==> src/rtl/fetch_unit.sv <==
// fetch_unit: instruction-fetch stage.
// Issues credit-limited requests to instruction memory.
// Queues the returned words in order, each paired with its request PC.
// Feeds the IF/ID register consumed by decode and the hazard detector.
// A redirect flushes all queued state and marks in-flight responses for discard.
//
// Handshake: a request transfers on any cycle with imem_req && imem_ready.
// While imem_req is high and not accepted, imem_addr and imem_req stay
// stable, because credit can only grow without an accept. Every accepted
// request yields exactly one imem_rvalid pulse, in order, at least one cycle
// later. The IF/ID side has no ready signal; stall holds it.
module fetch_unit #(
    parameter int          QDEPTH   = 2,
    parameter logic [15:0] RESET_PC = 16'h0000
) (
    input  logic        clk,
    input  logic        rst,
    input  logic        stall,
    input  logic        branch_taken,
    input  logic [1:0]  pc_sel,
    input  logic [15:0] branch_target,
    input  logic [15:0] jump_target,
    input  logic [15:0] ret_target,
    output logic        imem_req,
    output logic [15:0] imem_addr,
    input  logic        imem_ready,
    input  logic        imem_rvalid,
    input  logic [15:0] imem_rdata,
    output logic [15:0] IF_ID_Inst,
    output logic [15:0] IF_ID_PC,
    output logic        IF_ID_valid
);

    localparam int PW = $clog2(QDEPTH);
    localparam int CW = $clog2(QDEPTH + 1);

    logic [15:0]   fetch_pc;
    logic [CW-1:0] outstanding;   // all in-flight requests, stale ones included
    logic [CW-1:0] drop_cnt;      // in-flight responses still to be discarded
    logic          rsp_ignore;    // responses before the first post-reset accept are stale

    logic [15:0]   pf_pc [QDEPTH];
    logic [PW-1:0] pf_wr, pf_rd;

    logic [15:0]   q_inst [QDEPTH];
    logic [15:0]   q_pc   [QDEPTH];
    logic [PW-1:0] q_head, q_tail;
    logic [CW-1:0] occ;

    logic          redirect;
    logic [15:0]   redirect_pc;
    logic          credit_ok;
    logic          accept;
    logic          rsp;
    logic          rsp_drop;
    logic          rsp_keep;
    logic          pop;

    function automatic logic [PW-1:0] ptr_inc(input logic [PW-1:0] p);
        if (p == PW'(QDEPTH - 1)) return '0;
        return p + 1'b1;
    endfunction

    // Decode the redirect and the per-cycle request/response/pop events
    always_comb begin
        redirect    = branch_taken && (pc_sel != 2'b00);
        redirect_pc = fetch_pc;
        case (pc_sel)
            2'b01:   redirect_pc = branch_target;
            2'b10:   redirect_pc = jump_target;
            2'b11:   redirect_pc = ret_target;
            default: redirect_pc = fetch_pc;
        endcase
        // Credit uses registered counts only, so a same-cycle pop frees nothing yet
        credit_ok = ({1'b0, occ} + {1'b0, outstanding}) < (CW + 1)'(QDEPTH);
        imem_req  = !rst && !redirect && credit_ok;
        imem_addr = fetch_pc;
        accept    = imem_req && imem_ready;
        rsp       = imem_rvalid && !rsp_ignore && (outstanding != '0);
        rsp_drop  = rsp && (redirect || (drop_cnt != '0));
        rsp_keep  = rsp && !rsp_drop;
        pop       = !redirect && !stall && (occ != '0);
    end

    // Fetch PC, in-flight counters and the post-reset response filter
    always_ff @(posedge clk) begin
        if (rst) begin
            fetch_pc    <= RESET_PC;
            outstanding <= '0;
            drop_cnt    <= '0;
            rsp_ignore  <= 1'b1;
        end else begin
            if (redirect)    fetch_pc <= redirect_pc;
            else if (accept) fetch_pc <= fetch_pc + 16'd1;
            if (accept) rsp_ignore <= 1'b0;
            outstanding <= outstanding + CW'(accept) - CW'(rsp);
            // Everything still in flight after this cycle's response is wrong-path
            if (redirect)      drop_cnt <= outstanding - CW'(rsp);
            else if (rsp_drop) drop_cnt <= drop_cnt - 1'b1;
        end
    end

    // Request-PC FIFO pointers: push on accept, pop on each kept response
    always_ff @(posedge clk) begin
        if (rst || redirect) begin
            pf_wr <= '0;
            pf_rd <= '0;
        end else begin
            if (accept)   pf_wr <= ptr_inc(pf_wr);
            if (rsp_keep) pf_rd <= ptr_inc(pf_rd);
        end
    end

    // Request-PC FIFO storage
    always_ff @(posedge clk) begin
        if (accept) pf_pc[pf_wr] <= fetch_pc;
    end

    // Instruction queue pointers and occupancy
    always_ff @(posedge clk) begin
        if (rst || redirect) begin
            q_head <= '0;
            q_tail <= '0;
            occ    <= '0;
        end else begin
            if (rsp_keep) q_tail <= ptr_inc(q_tail);
            if (pop)      q_head <= ptr_inc(q_head);
            occ <= occ + CW'(rsp_keep) - CW'(pop);
        end
    end

    // Instruction queue storage: returned word paired with its request PC
    always_ff @(posedge clk) begin
        if (rsp_keep) begin
            q_inst[q_tail] <= imem_rdata;
            q_pc[q_tail]   <= pf_pc[pf_rd];
        end
    end

    // IF/ID register: reset, then redirect flush, then stall hold, then pop or NOP
    always_ff @(posedge clk) begin
        if (rst) begin
            IF_ID_Inst  <= '0;
            IF_ID_PC    <= '0;
            IF_ID_valid <= 1'b0;
        end else if (redirect) begin
            IF_ID_Inst  <= '0;
            IF_ID_valid <= 1'b0;
        end else if (!stall) begin
            if (occ != '0) begin
                IF_ID_Inst  <= q_inst[q_head];
                IF_ID_PC    <= q_pc[q_head];
                IF_ID_valid <= 1'b1;
            end else begin
                IF_ID_Inst  <= '0;
                IF_ID_valid <= 1'b0;
            end
        end
    end

endmodule

==> config.mk <==
export PLATFORM = sky130hd
export DESIGN_NAME = fetch_unit
export DESIGN_NICKNAME = d
export VERILOG_FILES = /design/src/rtl/fetch_unit.sv
export SDC_FILE = /design/constraint.sdc
export NUM_CORES = 1
export LEC_CHECK = 0
export CAP_MARGIN = 5
export CORE_UTILIZATION = 55
export CTS_CLUSTER_SIZE = 40
export DETAILED_ROUTE_END_ITERATION = 7
export DONT_BUFFER_PORTS = 1
export GPL_TIMING_DRIVEN = 1
export MAX_ROUTING_LAYER = met4
export PLACE_DENSITY = 0.73
export SKIP_LAST_GASP = 1
export SLEW_MARGIN = 30
export SYNTH_ARGS = -nofsm -noshare
export SYNTH_HDL_FRONTEND = slang
export SYNTH_SLANG_ARGS = --single-unit
==> constraint.sdc <==
create_clock -name clk -period 3.8 [get_ports clk]
set_clock_uncertainty 0.05 [all_clocks]
set_input_delay 0.38 -clock clk [delete_from_list [all_inputs] [get_ports clk]]
set_output_delay 0.38 -clock clk [all_outputs]
set_load 0.05 [all_outputs]
==> summary.md, run 1 <==
| Metric | Value |
|---|---|
| Die width | 111 um |
| Finished Core Util | 64.8% |
| Clk Latency, worst-skew pair | 0.41 ns |
| Number of global-route vias before repair | 4,087 |
| CTS resizes | 0 |
| DRC | 0 |
| CP Max Fanout | 6 |
| Initial antenna violation count | 0 |
| Flop pwr share | 49.9% |
| CP Class | reg -> reg |
| Fin area | 7430 um^2 |
| Core area | 11,500 um^2 |
| CP Data Arrival Time | 3.15 ns |
| Period utilisation layout | 76.2% |
| Clock power share | 44.9% |
| Final nets | 591 |
| Max Freq | 345 MHz |
| GP Congestion | 0.819 |
| Num rows | 39 |
| Hold Buf Count CTS | 17 |
| Final hold viol count | 0 |
| Final Setup Violations | 0 |
| DP Area | 6640 um^2 |
| Switching power | 887 uW |
| Clk sink count | 158 |
| Slowest stage delay, CP | 0.64 ns |
| DR vias/cell | 6.01 |
| Pint | 3010 uW |
| GRT Total Usage | 22.3% |
| Count leader, synth | edfxtp_1 |
| Iter 0 DRT Violations | 228 |
| Required time worst endpoint | 4.06 ns |
| RSZ-0062 raised after global routing | no |
| Detailed placement HPWL | 8.24 mm |
| Reg clk slew, reported paths | 0.06 ns |
| Post-CTS Setup Repair Bufs | 0 |
| Mapped Avg Cell Area | 13.2 um^2 |
| Relative max-transition margin | 42.8% |
| Post-Syn Instances | 495 |
| Cell taking the most area after synthesis | edfxtp_1 |
| Synth top area cells | edfxtp_1 44%, dfxtp_1 19%, mux2_2 5.7%, mux2i_1 4.8%, nor2_1 3.2% |
| CTS Buf Count | 17 |
| Most frequent CP cell | ha_1 |
| Status | finished, final reports clean |
| CTS tree | built |
| Register area share after synthesis | 63.3% |
| FF+latch count, synth | 158 |
| Worst Hold Class | in -> reg |
| First-pass DRT Iterations | 4 |
| Clk buf depth | 2 |
| Post-synthesis cell area | 6520 um^2 |
| First-pass GRT wire length | 20.7 mm |
| Global route overflow | 0 |
| Critical path launch point type | flip-flop |
| Worst-path cell chain | and2_1, fa_1, nor3b_1, nand2_1, ha_1, inv_1, ha_1, xor2_1, xnor2_1, nor2_1 |
| Least-Margin Pin Slew | 0.857 ns |
| Fraction of layout cells with a size suffix above 1 | 18.1% |
| Logic gate share of total power | 5.1% |
| H-tree depth | 4 |
| CP max-delay cell | nor3b_1 |
| Layout area overhead | 14.0% |
| Count of pins over their slew limit | 0 |
| WL per Instance | 18.9 um |
| Largest net degree at the start of global routing | 33 |
| Die area | 12,300 um^2 |
| Post-synth top cells | 96 x edfxtp_1, 62 x dfxtp_1, 56 x nor2_1 |
| Die Y | 111 um |
| PortBufs | 0 |
| Leak | 0.00252 uW |
| Fraction of registers with async set/reset | 0% |
| Post-route ant nets | 0 |
| Synth cell types | 61 |
| Post-synth top flop | edfxtp_1 |
| Total Power | 3900 uW |
| Tmin final | 2.90 ns |
| Yosys warning count | 0 |
| Ant diodes | 0 |
| Initial Util | 56.9% |
| Peak supply drop | 0.000332 V |
| Via Count | 4,012 |
| Boundary Pins | 122 |
| Synth top area share | 44.2% |
| Power Density | 524 nW/um^2 |
| Setup_tns | 0 ns |
| Syn nets | 575 |
| Clock root cell | clkbuf_16 |
| Crit. End Element | flip-flop |
| # Max-Cap Violations | 0 |
| DRT Wirelength | 12.6 mm |
| Post-synth EDFFs | 96 |
| Net Sw Frac | 22.8% |
| # fillers | 818 |
-- state kept, by name (all words and copies together) (netlist names), 2 cells and up, named ones only --
| name | flops |
|---|---|
| occ | 2 |
| IF_ID_PC | 16 |
| q_pc | 32 |
| drop_cnt | 2 |
| IF_ID_Inst | 16 |
| pf_pc | 32 |
| outstanding | 2 |
| q_inst | 32 |
| imem_addr | 16 |
-- worst max-delay path: cells and delay by family (launching register included) --
family / cells / cell delay (ns)
XOR/XNOR: 2 / 0.31
buffers and inverters: 1 / 0.06
AND/OR/NAND/NOR: 4 / 1.02
adder cells (fa/ha/maj): 3 / 0.94
flip-flops: 1 / 0.41
-- layout make-up --
class                      count  area [um^2]  share of cell area, %
clock buffer                  18          439                   5.91
clock inverter                14          174                   2.34
inverter                      11         41.3                  0.555
multi-input combinational    296         2220                   29.9
sequential                   158         4130                   55.5
tap                          143          179                   2.41
timing repair buffer          27          255                   3.43
-- logic make-up after synthesis --
kind of cell | count (synthesis) | share of synthesized area (%)
buffers and inverters | 41 | 2.84
and+or+nand+nor | 114 | 8.88
adders and majority gates | 8 | 1.65
AOI/OAI and AO/OA | 97 | 11.2
muxes | 64 | 10.5
xor gates and xnor gates | 13 | 1.75
DFF | 158 | 63.3
-- power by group through the flow --
stage / registers (uW) / logic (uW) / clock network, uW
floorplan: 1980 / 144 / 0
global placement: 1980 / 171 / 0
detailed placement: 1980 / 175 / 0
CTS: 1940 / 201 / 1770
global route: 1950 / 221 / 1850
finish: 1940 / 200 / 1750
-- path summary, 6_finish.rpt --
check                      start        endpoint  slack (ns)  depth (start not counted)
hold / removal             stall     IF_ID_valid        0.07                          2
setup / recovery  outstanding[0]  outstanding[1]        0.90                         10
setup reg to reg  outstanding[0]  outstanding[1]        0.90                         10
hold reg to reg       rsp_ignore      rsp_ignore        0.44                          2
-- per-layer routing --
| layer | track usage [%] | up-vias | wire length, um |
|---|---|---|---|
| met3 | 5.74 | 12 | 847 |
| li1 | - | 1895 | - |
| met1 | 27.0 | 1947 | 5320 |
| met2 | 35.7 | 158 | 6300 |
| met5 | - | - | 0 |
| met4 | 9.24 | 0 | 131 |
-- per-stage QoR --
step	hold WS [ns]	instances	setup WS (ns)
after global placement	0.400	618	1.06
after global routing	0.0626	667	0.619
after detailed placement	0.401	618	0.906
after floorplan	0.390	495	0.784
after CTS	0.0539	667	0.881
final	0.0741	667	0.904
-- cells in the final DEF (no fill, tap or decap), types with 5 or more instances in the layout --
cell	instances
a211oi_1	25
a21oi_1	15
a22oi_1	16
a2bb2oi_1	6
buf_4	10
clkbuf_16	17
dfxtp_1	61
dlygate4sd3_1	16
edfxtp_1	96
ha_1	7
inv_1	10
inv_6	6
mux2_2	33
mux2i_1	31
nand2_1	17
nor2_1	54
o21ai_0	5
xnor2_1	9
Note: power is estimated with default switching activity, not from simulation.
==> run 2: changes to the inputs <==
- PLACE_DENSITY: 0.73 -> 0.76
- clock period: 3.8 -> 2.4 ns (I/O delays scaled with it)
==> run 2 against run 1 <==
  * The flow now finishes with violations (setup timing)
  * Total power is 59% higher
  * Clock power is 55% higher
  * Worst setup slack worse by 0.92 ns
  * Final area is 5.5% higher
  * Critical path type unchanged
  * Utilization is 3.6 points higher
  * Count of clock-buffer cells in the layout is 4 higher
==> summary.md, run 2 (synthesis results as in run 1) <==
| Metric | Value |
|---|---|
| Status | finished, violations left |
| Failing checks | setup timing |
| DRT Wirelength | 13.2 mm |
| Initial antenna violation count | 0 |
| Worst-path cell chain | and2_4, fa_2, buf_6, nor3b_4, nand2_2, ha_4, inv_2, ha_4, xor2_4, xnor2_2, nor2_1 |
| Die area | 12,300 um^2 |
| Ant diodes | 0 |
| Fraction of layout cells with a size suffix above 1 | 25.2% |
| Finished Core Util | 68.4% |
| DRC | 0 |
| CP Class | reg -> reg |
| Most common cell after layout, fill and taps aside | edfxtp_1 |
| RSZ-0062 raised after global routing | yes |
| CTS tree | built |
| CTS Buf Count | 17 |
| WHS Path Cells | 3 |
| Die width | 111 um |
| Flop2flop setup slack | -0.01 ns |
| Leak | 0.00272 uW |
| Relative max-transition margin | 47.6% |
| Biggest regs | pf_pc x32, q_inst x32, q_pc x32 |
| Final nets | 626 |
| Worst Hold Class | in -> reg |
| Iter 0 DRT Violations | 269 |
| Post-route ant nets | 0 |
| Reg clk slew, reported paths | 0.06 ns |
| First-pass DRT Iterations | 4 |
| Hold worst-path end | imem_addr[11] |
| H-tree depth | 4 |
| Final Setup Violations | 1 |
| Final hold viol count | 0 |
| Number of global-route vias before repair | 4,251 |
| Via Count | 4,132 |
| Num rows | 39 |
| Global route overflow | 0 |
| Most frequent CP cell | ha_4 |
| GRT Total Usage | 23.3% |
| GP Congestion | 0.824 |
| Most frequent cells in the layout | 96 x edfxtp_1, 59 x dfxtp_1, 53 x nor2_1 |
| Least-Margin Pin Slew | 0.785 ns |
| Delay-heaviest family, CP | adder cells |
| Boundary Pins | 122 |
| Clk Latency, worst-skew pair | 0.42 ns |
| Total Power | 6200 uW |
| Clock root cell | clkbuf_16 |
| Layout area overhead | 20.3% |
| Slowest stage delay, CP | 0.45 ns |
| Peak supply drop | 0.000529 V |
| Crit. End Element | flip-flop |
| CP max-delay cell | fa_2 |
| Largest net degree at the start of global routing | 34 |
| Min-delay src | pc_sel[1] |
| Reg2reg start | occ[0] |
| Worst path bufs/invs | 2 |
| Tmin final | 2.41 ns |
| Pre-CTS setup slack | -0.0416 ns |
| Die Y | 111 um |
| CP Max Fanout | 2 |
| Initial Util | 56.9% |
| Count of pins over their slew limit | 0 |
| CP Data Arrival Time | 2.67 ns |
| First-pass GRT wire length | 21.4 mm |
| Clk sink count | 158 |
| Period utilisation layout | 101% |
| Setup WS post-layout | -0.0132 ns |
| Detailed placement HPWL | 8.52 mm |
| Power Density | 791 nW/um^2 |
| Required time worst endpoint | 2.66 ns |
| Clk buf depth | 2 |
| Critical path launch point type | flip-flop |
| Worst r2r dst | outstanding[1] |
| WL per Instance | 18.8 um |
| DR vias/cell | 5.89 |
| Reg2reg path depth | 11 |
| Max Freq | 414 MHz |
| # Max-Cap Violations | 0 |
| Core area | 11,500 um^2 |
| PortBufs | 0 |
-- run 2: changes by cell type in the layout (fill, tap and decap cells not counted), sizes merged --
cell	delta
buf	+32
bufinv	-2
clkbuf	+4
clkinv	+5
dlygate4sd3	+3
inv	-7
-- run 2: worst max path at each step --
| stage | from | end | depth (start not counted) | slack (ns) |
|---|---|---|---|---|
| final | occ[0] | outstanding[1] | 11 | -0.01 |
| after global routing | outstanding[0] | outstanding[1] | 11 | -0.09 |
| after CTS | occ[0] | outstanding[1] | 11 | -0.08 |
| after detailed placement | outstanding[0] | outstanding[1] | 11 | -0.04 |
| after global placement | occ[0] | outstanding[1] | 11 | 0.08 |
| after floorplan | pc_sel[1] | q_inst[0][0] | 4 | -0.48 |
-- run 2: layer usage --
layer / GRT usage (%) / part of all wire (%) / vias to the layer above
li1: - / - / 1960
met1: 27.9 / 41 / 1966
met4: 9.51 / 2.0 / 0
met3: 6.23 / 6.7 / 26
met2: 37.3 / 50 / 180
met5: - / 0 / -
-- run 2: cell type report --
cell class / instances / area, um^2
Sequential cell: 158 / 4130
Fill cell: 766 / 3620
Multi-Input combinational cell: 296 / 2320
Timing Repair Buffer: 62 / 554
Clock buffer: 22 / 518
Tap cell: 143 / 179
Clock inverter: 10 / 97.6
Inverter: 11 / 41.3
-- run 2: worst min-delay path: stages --
cell      delay [ns]
a21oi_1         0.04
nor2_1          0.10
a211oi_2        0.06
-- run 2: where the power goes --
group | internal, uW | switching, uW
registers | 2940 | 47.7
logic | 201 | 302
clock network | 1650 | 1060
-- run 2: metrics by stage --
step | instances | cell area [um^2] | TNS, ns | hold slack, ns
finish | 702 | 7840 | -0.0132 | 0.0246
global route | 702 | 7840 | -0.481 | 0.0156
CTS | 701 | 7780 | -0.421 | 0.000602
detailed placement | 644 | 6880 | -0.0416 | 0.259
global placement | 644 | 6880 | 0 | 0.257
floorplan | 495 | 6540 | -30.45 | 0.289
-- run 2: repair_timing --
item | 4_1_cts | 5_1_grt
gates resized for setup | 8 | 9
gates cloned | 0 | 0
pin swaps | 7 | 8
buffers inserted | 5 | 1
hold buffers | 20 | 0
setup endpoints to repair | 1 | 38
endpoints found under the hold margin | 82 | 0
